===== config.mk =====
export PLATFORM = sky130hd
export DESIGN_NAME = alu_op_issuer
export DESIGN_NICKNAME = d
export VERILOG_FILES = /design/src/rtl/alu_pkg.sv /design/src/rtl/alu_carry_calc.sv /design/src/rtl/alu_op_issuer.sv
export SDC_FILE = /design/constraint.sdc
export NUM_CORES = 1
export LEC_CHECK = 0
export CORE_UTILIZATION = 41
export CTS_CLUSTER_DIAMETER = 60
export DETAILED_ROUTE_END_ITERATION = 10
export MAX_ROUTING_LAYER = met4
export PLACE_DENSITY = 0.8
export SLEW_MARGIN = 20
export SYNTH_ARGS = -nofsm -noshare
export SYNTH_HDL_FRONTEND = slang
export SYNTH_SLANG_ARGS = --single-unit

===== constraint.sdc =====
create_clock -name clk -period 1.6 [get_ports clk]
set_input_delay 0.32 -clock clk [delete_from_list [all_inputs] [get_ports clk]]
set_output_delay 0.32 -clock clk [all_outputs]
set_load 0.02 [all_outputs]

===== src/rtl/alu_pkg.sv =====
// Opcode encodings, opcode legality check and FSM state type shared by the ALU issuer files.
package alu_pkg;

    localparam int OP_W = 4;

    localparam logic [OP_W-1:0] OP_ADD = 4'd0;
    localparam logic [OP_W-1:0] OP_SUB = 4'd1;
    localparam logic [OP_W-1:0] OP_AND = 4'd2;
    localparam logic [OP_W-1:0] OP_OR  = 4'd3;
    localparam logic [OP_W-1:0] OP_SLL = 4'd4;

    typedef enum logic [1:0] {
        IDLE,
        WAIT,
        RESP
    } issuer_state_t;

    function automatic logic is_legal_op(input logic [OP_W-1:0] op);
        return (op <= OP_SLL);
    endfunction

endpackage


===== src/rtl/alu_carry_calc.sv =====
// Local carry/borrow for ADD and SUB, computed from the operands held on the ALU inputs.
// Only instantiated by alu_op_issuer when ALU_ISSUER_CARRY_EN is defined.
module alu_carry_calc
    import alu_pkg::*;
#(
    parameter int WIDTH = 16
) (
    input  logic [OP_W-1:0]  op,
    input  logic [WIDTH-1:0] a,
    input  logic [WIDTH-1:0] b,
    output logic             carry
);

    logic add_carry;
    logic sub_borrow;

    // Bit WIDTH of the zero-extended sum; the borrow of a-b is simply a<b.
    assign add_carry  = 1'(({1'b0, a} + {1'b0, b}) >> WIDTH);
    assign sub_borrow = (a < b);

    always_comb begin
        carry = 1'b0;
        case (op)
            OP_ADD:  carry = add_carry;
            OP_SUB:  carry = sub_borrow;
            default: carry = 1'b0;
        endcase
    end

endmodule


===== src/rtl/alu_op_issuer.sv =====
// Issues one command at a time to a combinational ALU, waits SETTLE cycles and returns result/flags.
// Build option ALU_ISSUER_CARRY_EN: rsp_carry computed locally (alu_carry_calc) instead of from alu_carry.
module alu_op_issuer
    import alu_pkg::*;
#(
    parameter int WIDTH  = 16,
    parameter int SHW    = 5,
    parameter int SETTLE = 1,
    parameter int TAG_W  = 4
) (
    input  logic             clk,
    input  logic             rst,

    input  logic             cmd_valid,
    output logic             cmd_ready,
    input  logic [OP_W-1:0]  cmd_op,
    input  logic [WIDTH-1:0] cmd_a,
    input  logic [WIDTH-1:0] cmd_b,
    input  logic [SHW-1:0]   cmd_shamt,
    input  logic [TAG_W-1:0] cmd_tag,

    output logic [OP_W-1:0]  alu_opcode,
    output logic [WIDTH-1:0] alu_input1,
    output logic [WIDTH-1:0] alu_input2,
    output logic [SHW-1:0]   alu_shift,
    input  logic [WIDTH-1:0] alu_result,
    input  logic             alu_carry,
    input  logic             alu_zero,
    input  logic             alu_sign,

    output logic             rsp_valid,
    input  logic             rsp_ready,
    output logic [WIDTH-1:0] rsp_result,
    output logic             rsp_zero,
    output logic             rsp_sign,
    output logic             rsp_carry,
    output logic             rsp_illegal,
    output logic [TAG_W-1:0] rsp_tag,

    output logic             busy
);

    localparam int CNT_W = $clog2(SETTLE + 1);

    issuer_state_t    state;
    issuer_state_t    state_next;
    logic [CNT_W-1:0] settle_cnt;
    logic [TAG_W-1:0] tag_q;
    logic             accept;
    logic             capture;
    logic             cmd_legal;
    logic             carry_src;

    assign cmd_legal = is_legal_op(cmd_op);
    assign busy      = (state != IDLE);
    assign rsp_valid = (state == RESP);

`ifdef ALU_ISSUER_CARRY_EN
    alu_carry_calc #(
        .WIDTH (WIDTH)
    ) u_carry_calc (
        .op    (alu_opcode),
        .a     (alu_input1),
        .b     (alu_input2),
        .carry (carry_src)
    );
`else
    assign carry_src = alu_carry;
`endif

    always_ff @(posedge clk) begin
        if (rst) begin
            state <= IDLE;
        end else begin
            state <= state_next;
        end
    end

    // In RESP a new command is only taken when the pending response retires on the same edge.
    always_comb begin
        state_next = state;
        cmd_ready  = 1'b0;
        capture    = 1'b0;
        accept     = 1'b0;
        case (state)
            IDLE:    cmd_ready = 1'b1;
            WAIT:    capture   = (settle_cnt == CNT_W'(1));
            RESP:    cmd_ready = rsp_ready;
            default: cmd_ready = 1'b0;
        endcase
        if (rst) begin
            cmd_ready = 1'b0;
        end
        accept = cmd_valid && cmd_ready;
        if (accept) begin
            state_next = cmd_legal ? WAIT : RESP;
        end else if (capture) begin
            state_next = RESP;
        end else if ((state == RESP) && rsp_ready) begin
            state_next = IDLE;
        end
    end

    // Illegal opcodes never reach the ALU ports; they get a canned response immediately.
    always_ff @(posedge clk) begin
        if (rst) begin
            alu_opcode  <= '0;
            alu_input1  <= '0;
            alu_input2  <= '0;
            alu_shift   <= '0;
            settle_cnt  <= '0;
            tag_q       <= '0;
            rsp_result  <= '0;
            rsp_zero    <= 1'b0;
            rsp_sign    <= 1'b0;
            rsp_carry   <= 1'b0;
            rsp_illegal <= 1'b0;
            rsp_tag     <= '0;
        end else begin
            if (accept && cmd_legal) begin
                alu_opcode <= cmd_op;
                alu_input1 <= cmd_a;
                alu_input2 <= cmd_b;
                alu_shift  <= cmd_shamt;
                settle_cnt <= CNT_W'(SETTLE);
                tag_q      <= cmd_tag;
            end else if (accept) begin
                rsp_result  <= '0;
                rsp_zero    <= 1'b1;
                rsp_sign    <= 1'b0;
                rsp_carry   <= 1'b0;
                rsp_illegal <= 1'b1;
                rsp_tag     <= cmd_tag;
            end
            if (state == WAIT) begin
                settle_cnt <= settle_cnt - CNT_W'(1);
            end
            if (capture) begin
                rsp_result  <= alu_result;
                rsp_zero    <= alu_zero;
                rsp_sign    <= alu_sign;
                rsp_carry   <= carry_src;
                rsp_illegal <= 1'b0;
                rsp_tag     <= tag_q;
            end
        end
    end

endmodule


# Word-level counts from Yosys, hierarchy flattened
# Cells that the tools add are included.
dict set report totals {
  inputBits 68
  elab_cells 52
  out_inout_bits 68
  register_bits 72
}
dict set report classes {
  eq_ne 3
  n_addsub 1
  n_bitwise 1
  n_lt_le_gt_ge 1
  n_reduce_logical 11
  n_mux 22
}
# cell n
set ops {}
lappend ops {{16-bit two-way mux} 3}
lappend ops {{4-bit two-way mux} 3}
lappend ops {{1-bit two-way mux} 11}
lappend ops {{2-bit two-way mux} 4}
lappend ops {{2-bit nonzero test} 3}
lappend ops {{4-bit by 3-bit <= comparator with 1-bit output, second input constant} 1}
lappend ops {{2-bit AND reduction} 2}
lappend ops {{1-bit logical AND} 3}
lappend ops {{3-bit nonzero test} 1}
lappend ops {{2-bit by 1-bit == test with 1-bit output, second input constant} 1}
lappend ops {{2-bit == test, second input constant} 1}
lappend ops {{2-bit logical NOT} 1}
lappend ops {{2-bit != test, second input constant} 1}
lappend ops {{1-bit case mux with 2 select lines} 1}
lappend ops {{2-bit OR reduction} 1}
lappend ops {{1-bit NOT} 1}
lappend ops {{1-bit subtractor, second input constant} 1}

# Depth between registers and ports, before layout
# Gate-level depths: netlist of run 1.
dict set report logic_depth {
  ltp_word 7
  mapped_depth 7
  mapped_depth_nobuf 4
}

# Worst setup path after synthesis of run 1
# OpenSTA, ideal clock, no wires.
dict set report synth_timing {
  path_kind {input -> register}
  startpoint {in cmd_op[0]}
  endpoint {reg alu_input1[11]}
  path_buffers 2
  cell_stages 6
  path_slack_ns 0.240
  required_time_ns 1.468
  setup_time_ns 0.132
  arrival_time_ns 1.228
  cell_sequence {o21a_1 -> or2_1 -> buf_4 -> buf_6 -> o21ai_0 -> a21oi_1}
}
dict set report synth_via {
  elab_chain_len 2
}
# element line
set synth_lines {}
lappend synth_lines {{start: declaration} alu_op_issuer.sv:16} ;# input logic [OP_W-1:0] cmd_op,
lappend synth_lines {{4-bit by 3-bit <= comparator with 1-bit output} alu_pkg.sv:19} ;# return (op <= OP_SLL);
lappend synth_lines {{1-bit logical AND} alu_op_issuer.sv:120} ;# if (accept && cmd_legal) begin
lappend synth_lines {{end signal: assignment} alu_op_issuer.sv:122} ;# alu_input1 <= cmd_a;
lappend synth_lines {{end: declaration} alu_op_issuer.sv:23} ;# output logic [WIDTH-1:0] alu_input1,
# Every way passes these cells.
# A chain may end at the register's enable or synchronous reset.

# Final worst setup path of run 1
dict set report layout_timing {
  startpoint {in cmd_op[0]}
  endpoint {reg alu_shift[1]}
}
dict set report layout_via {
  elab_chain_len 2
}
# element line
set layout_lines {}
lappend layout_lines {{4-bit by 3-bit <= comparator with 1-bit output} alu_pkg.sv:19}
lappend layout_lines {{1-bit logical AND} alu_op_issuer.sv:120}
lappend layout_lines {{end signal: assignment} alu_op_issuer.sv:124} ;# alu_shift <= cmd_shamt;
lappend layout_lines {{end: declaration} alu_op_issuer.sv:25} ;# output logic [SHW-1:0] alu_shift,
# Every way passes these cells.

==> run summary, run 1 <==
Fin crit share -> 0.964
Final min period -> 1.54 ns
Final Instance Area -> 0.00450 mm^2
Crit path max-delay cell type -> clkdlybuf4s50_1
Final ANT Viol Nets -> 0
Clock power share -> 0.436
CTS clock-pin slew for the worst setup and hold paths -> 0.07 ns
DRT Pass-1 Iters -> 4
Gate power share -> 0.131
Setup Slack @ Placement -> -0.363 ns
PnR worst setup slack -> 0.0575 ns
Slew headroom -> 0.508
Power per cell area -> 954 mW/mm^2
Worst EP required -> 1.79 ns
Max-cap viol count -> 0
CTS Hold Bufs -> 0
Total core area -> 0.00679 mm^2
CTS tree -> built
Global-route wire length before repair -> 13000 um
Leakage power figure -> 1.92 nW
Register area share after synthesis -> 0.499
Worst-path maximum fanout -> 15
Setup TNS -> 0 ns
Sequential power share -> 0.433
Cell area after synthesis -> 0.00289 mm^2
Drt via density -> 5.20
Hold worst-path end -> rsp_result[2]
Post-synth net total -> 403
CP arrival -> 1.73 ns
Routed WL per cell -> 14.3 um
Dpl cell area -> 0.00432 mm^2
Flop2flop setup slack -> 0.11 ns
CTS Buffer Depth -> 2
Ys async rst share -> 0
Die X -> 85.9 um
Internal -> 3.32 mW
Clk sinks -> 72
Crit path cell chain -> clkdlybuf4s50_1 -> o21a_2 -> or2_4 -> buf_4 -> o21ai_0 -> a21oi_1
Die footprint -> 0.00739 mm^2
Proportion of layout cells with a drive suffix above 1 -> 0.0938
Placement row count -> 30
Worst-skew pair later-pin latency -> 0.34 ns
CP Launch Type -> input port
Largest net degree at the start of global routing -> 72
Ys flop type -> dfxtp_1
Tot GR Track Use -> 0.229
Worst-margin pin slew -> 0.738 ns
Hold path startpoint -> rsp_result[2]
Clock root buffer -> clkbuf_8
Most common cell after layout, fill and taps aside -> dfxtp_1
Global route overflow -> 0
Status -> complete, no violations
Via Count -> 2936
Total power -> 4.30 mW
Dpl hpwl -> 5400 um
Hold_ws -> 0.465 ns
Worst r2r src -> state[1]
Post-CTS setup buffer count -> 0
Clk_skew -> 0.00867 ns
Switching Share -> 0.228
DRC violations left -> 0
Cell variety after synth -> 32
Max Slew Vio Count -> 0
DP Cell Count -> 549
RSZ-0062 raised after global routing -> false
Top-Level Pins -> 136
Final cell count without fillers -> 565
Initial antenna violation count -> 0
#FFs+latches synth -> 72
Final setup violation count -> 0
WL final -> 8080 um
Vias in the first global route -> 2798
Syn avg cell area -> 8.62 um^2
Mapped Cells -> 335
Critical path endpoint category -> register
Hold Crit Depth -> 2
Max Clk Rate -> 648 MHz
WS Path Type -> in2reg
Synthesis warning total -> 0
Nets -> 532
Hold Path Class -> reg2reg
H-Tree Depth -> 3
Sw power -> 978 uW
Gpl congestion -> 0.759
Diode count -> 0
Largest stage delay, worst path -> 0.43 ns
Post-Route Utilization -> 0.663
Worst flop-to-flop path endpoint -> rsp_tag[0]
Total CTS buffers -> 9
Port Buffer Count -> 135
Number of flops mapped to enable cells by yosys -> 0
Reg2reg path depth -> 4
Initial Utilization -> 0.425
Worst VDD drop -> 0.000554 V
Most frequent cells in the layout -> dfxtp_1, a21oi_1, clkdlybuf4s50_1, nand3_1, dlygate4sd2_1
Area Overhead vs Synth -> 55.9%
Final Hold Viols -> 0
Die Y -> 85.9 um
Drt first-iter violations -> 120
-- layout make-up --
| type | count | area [um^2] |
|---|---|---|
| clock inverter | 5 | 129 |
| sequential | 72 | 1440 |
| fill | 579 | 2290 |
| inverter | 1 | 3.75 |
| clock buffer | 11 | 131 |
| timing repair buffer | 152 | 1460 |
| multi-input combinational | 228 | 1220 |
| tap | 96 | 120 |
-- worst max path at each step --
stage / from / endpoint / slack, ns / cells past startpoint
floorplan: cmd_op[0] / alu_input1[11] / 0.24 / 6
global placement: rsp_ready / cmd_ready / -0.34 / 4
detailed placement: cmd_op[0] / alu_input2[11] / -0.36 / 6
CTS: alu_input2[12] / alu_input2[12] / 0.002 / 1
global route: cmd_op[0] / alu_input1[5] / 0.01 / 6
finish: cmd_op[0] / alu_shift[1] / 0.06 / 6
-- Yosys cell counts, types with 2 or more instances --
cell type	n	area, um^2
clkbuf_1	11	41.3
a21oi_1	67	335
dfxtp_1	72	1440
o21ai_1	9	45.0
o21a_1	2	15.0
buf_6	11	124
nor2_2	2	12.5
and2_1	2	12.5
a211oi_1	5	37.5
nand2_1	18	67.6
nand3_1	62	310
mux2_1	4	45.0
buf_4	4	30.0
o21ai_0	36	180
buf_2	7	35.0
nor2_1	7	26.3
-- kinds of logic (layout without fill, tap and decap cells) --
kind of cell           Yosys count  after routing  synth area share
AO/OA/AOI/OAI                  122            122             0.227
buffers and inverters           35            169            0.0827
flip-flops                      72             72             0.499
multiplexers                     4              4            0.0156
AND/OR/NAND/NOR                102            102             0.176
-- sequential cells by signal, summed over array words and instances, names as in the netlist --
signal,cells
alu_input1,16
alu_input2,16
alu_opcode,4
alu_shift,5
rsp_carry,1
rsp_illegal,1
rsp_result,16
rsp_sign,1
rsp_tag,4
rsp_zero,1
settle_cnt,1
state,2
tag_q,4
-- worst max-delay path: cells and delay by family --
family | cells | cell delay [ns]
AOI/OAI and AO/OA | 3 | 0.53
and+or+nand+nor | 1 | 0.26
buffers and inverters | 2 | 0.62
-- metal layers --
layer	global-route usage	wire (um)	up-vias	part of all wire
li1	-	-	1444	-
met1	0.268	3550	1375	0.44
met2	0.369	3880	105	0.48
met3	0.0799	542	12	0.067
met4	0.0697	110	0	0.014
met5	-	0	-	0
-- power by group through the flow --
stage	clock, mW	sequential (mW)	combinational (mW)
after floorplan	0	1.95	0.225
after global placement	0	1.90	0.584
after detailed placement	0	1.90	0.589
after CTS	1.90	1.86	0.564
after global routing	1.99	1.87	0.604
final	1.87	1.86	0.563
-- repair_timing --
action / 4_1_cts / 5_1_grt
gates resized for setup: 70 / 15
gates cloned: 0 / 0
setup endpoints to repair: 64 / 25
Power figures use the tool's default switching activity.
==> run 2, diff against run 1 <==
Settings changed: CTS_CLUSTER_DIAMETER 60 to 30, SLEW_MARGIN 20 to not set.
==> results of run 2 <==
The final DEF is identical to that of run 1; final timing and power are the same.
==> run 3, diff against run 2 <==
Settings changed: GPL_TIMING_DRIVEN set to 0.
==> run 3 against run 2 <==
Compared with the run above:
- cell area rose by 0.69%
- combinational power increased by 4.6%
- largest power group is now registers
- critical path type is now in2out
- non-clock buffer count increased by 17
- setup slack worse by 0.020 ns
==> run summary, run 3 (synthesis gave the netlist of run 1 again) <==
Status -> complete, no violations
Switching Share -> 0.251 (+0.0238)
CTS clock-pin slew for the worst setup and hold paths -> 0.07 ns (about the same)
WL final -> 8470 um (+4.8%)
Final ANT Viol Nets -> 0 (unchanged)
Final setup violation count -> 0 (unchanged)
Port Buffer Count -> 134 (-0.74%)
Proportion of layout cells with a drive suffix above 1 -> 0.113 (+0.0196)
CTS Buffer Depth -> 2 (unchanged)
Worst EP required -> 1.28 ns (-0.51 ns)
Critical path endpoint category -> primary output
Worst-skew pair later-pin latency -> 0.34 ns (about the same)
Total power -> 3.85 mW (-10%)
Reg2reg path depth -> 5 (+1)
Diode count -> 0 (unchanged)
Global-route wire length before repair -> 13500 um (+3.4%)
Worst VDD drop -> 0.000486 V (-12%)
CP Launch Type -> input port
Largest regs -> alu_input1 x16, alu_input2 x16, rsp_result x16
Slew headroom -> 0.651 (+0.143)
Max Slew Vio Count -> 0 (unchanged)
CTS tree -> built
Die footprint -> 0.00739 mm^2 (unchanged)
Max Clk Rate -> 640 MHz (-1.3%)
Internal -> 2.88 mW (-13%)
Vias in the first global route -> 2906 (+3.9%)
Initial Utilization -> 0.425 (unchanged)
Total core area -> 0.00679 mm^2 (unchanged)
Top-Level Pins -> 136 (unchanged)
Largest net degree at the start of global routing -> 12 (-83%)
Die X -> 85.9 um (unchanged)
Total CTS buffers -> 9 (unchanged)
Final min period -> 1.56 ns (+0.0202 ns)
Routed WL per cell -> 14.6 um (+1.9%)
DRT Pass-1 Iters -> 5 (+1)
Most common cell after layout, fill and taps aside -> dfxtp_1
Crit path cell chain -> clkdlybuf4s50_1 -> nand2b_4 -> and2_4 -> buf_6
H-Tree Depth -> 3 (unchanged)
PnR worst setup slack -> 0.0373 ns (-0.0202 ns)
Drt first-iter violations -> 122 (+1.7%)
Tot GR Track Use -> 0.238 (+0.00908)
Nets -> 549 (+3.2%)
Initial antenna violation count -> 0 (unchanged)
Die Y -> 85.9 um (unchanged)
Crit path max-delay cell type -> clkdlybuf4s50_1
Sequential power share -> 0.485 (+0.052)
DRC violations left -> 0 (unchanged)
Setup Slack @ Placement -> -0.524 ns (-0.161 ns)
Largest stage delay, worst path -> 0.49 ns (+0.06 ns)
Dpl hpwl -> 5970 um (+11%)
Gate power share -> 0.153 (+0.022)
Clk sinks -> 72 (unchanged)
Via Count -> 2997 (+2.1%)
Worst-margin pin slew -> 0.524 ns (-0.214 ns)
Hold Crit Depth -> 3 (+1)
Power per cell area -> 848 mW/mm^2 (-11%)
Hold Path Class -> in2reg
Most frequent cells in the layout -> dfxtp_1, a21oi_1, clkdlybuf4s50_1, nand3_1, dlygate4sd2_1
RSZ-0062 raised after global routing -> false
Area Overhead vs Synth -> 57.0%
Clock power share -> 0.362 (-0.074)
Fin crit share -> 0.977 (+0.0127)
Leakage power figure -> 2.00 nW (+4.4%)
Drt via density -> 5.16 (-0.73%)
Worst-path maximum fanout -> 4 (-11)
Clock root buffer -> clkbuf_8
Global route overflow -> 0 (unchanged)
Post-Route Utilization -> 0.667 (+0.00460)
CP arrival -> 1.24 ns (-0.49 ns)
Clk_skew -> 0.00528 ns (-0.00338 ns)
Final Hold Viols -> 0 (unchanged)
Max-cap viol count -> 0 (unchanged)
Sw power -> 966 uW (-1.1%)
Placement row count -> 30 (unchanged)
Gpl congestion -> 0.761 (+0.22%)
WS Path Type -> in2out
[run 3: cell count changes in the layout (fill, tap and decap cells not counted), sizes merged, moves of 2 or more]
| cell | previous run | this run |
|---|---|---|
| buf | 20 | 25 |
| bufinv | 4 | 1 |
| clkbuf | 12 | 23 |
| clkinv | 1 | 3 |
| dlygate4sd2 | 60 | 55 |
| dlymetal6s2s | 5 | 10 |
[run 3: metrics by stage]
stage               setup TNS [ns]  hold WS (ns)  cell area [um^2]  instances
detailed placement          -21.69         0.460              4350        565
CTS                        -0.0316         0.402              4480        580
floorplan                        0         0.449              2890        335
global placement            -19.50         0.449              4350        565
finish                           0         0.398              4530        581
global route                     0         0.422              4530        581
[run 3: what timing repair did]
action                     in CTS  in global routing
resized for setup              71                 49
hold buffers                    0                  0
pin swaps                       1                  0
setup endpoints to repair      73                 63
buffers inserted                0                  1
[run 3: final timing paths]
path	startpoint	end	slack, ns
max	rsp_ready	cmd_ready	0.04
min	rst	state[0]	0.40
max reg2reg	state[0]	alu_input2[13]	0.17
min reg2reg	rsp_result[4]	rsp_result[4]	0.46
[run 3: worst max-delay path: cells and delay by family]
family	cells	cell delay (ns)
buf+inv	2	0.60
simple gates	2	0.32
[run 3: cell type report]
class | instances | area [um^2]
Buffer | 34 | 245
Clock buffer | 11 | 141
Clock inverter | 4 | 45.0
Fill cell | 578 | 2260
Inverter | 1 | 3.75
Multi-Input combinational cell | 228 | 1230
Sequential cell | 72 | 1440
Tap cell | 96 | 120
Timing Repair Buffer | 135 | 1300
[run 3: power groups by stage]
stage	Combinational [mW]	Sequential [mW]	Clock, mW
6_report	0.589	1.86	1.39
5_1_grt	0.632	1.87	1.50
4_1_cts	0.575	1.86	1.42
3_5_place_dp	0.593	1.90	0
3_3_place_gp	0.588	1.90	0
2_1_floorplan	0.225	1.95	0
[run 3: layer usage]
layer / track usage / part of all wire
met3: 0.0616 / 0.070
met5: - / 0
met1: 0.288 / 0.44
met2: 0.378 / 0.47
met4: 0.0924 / 0.017
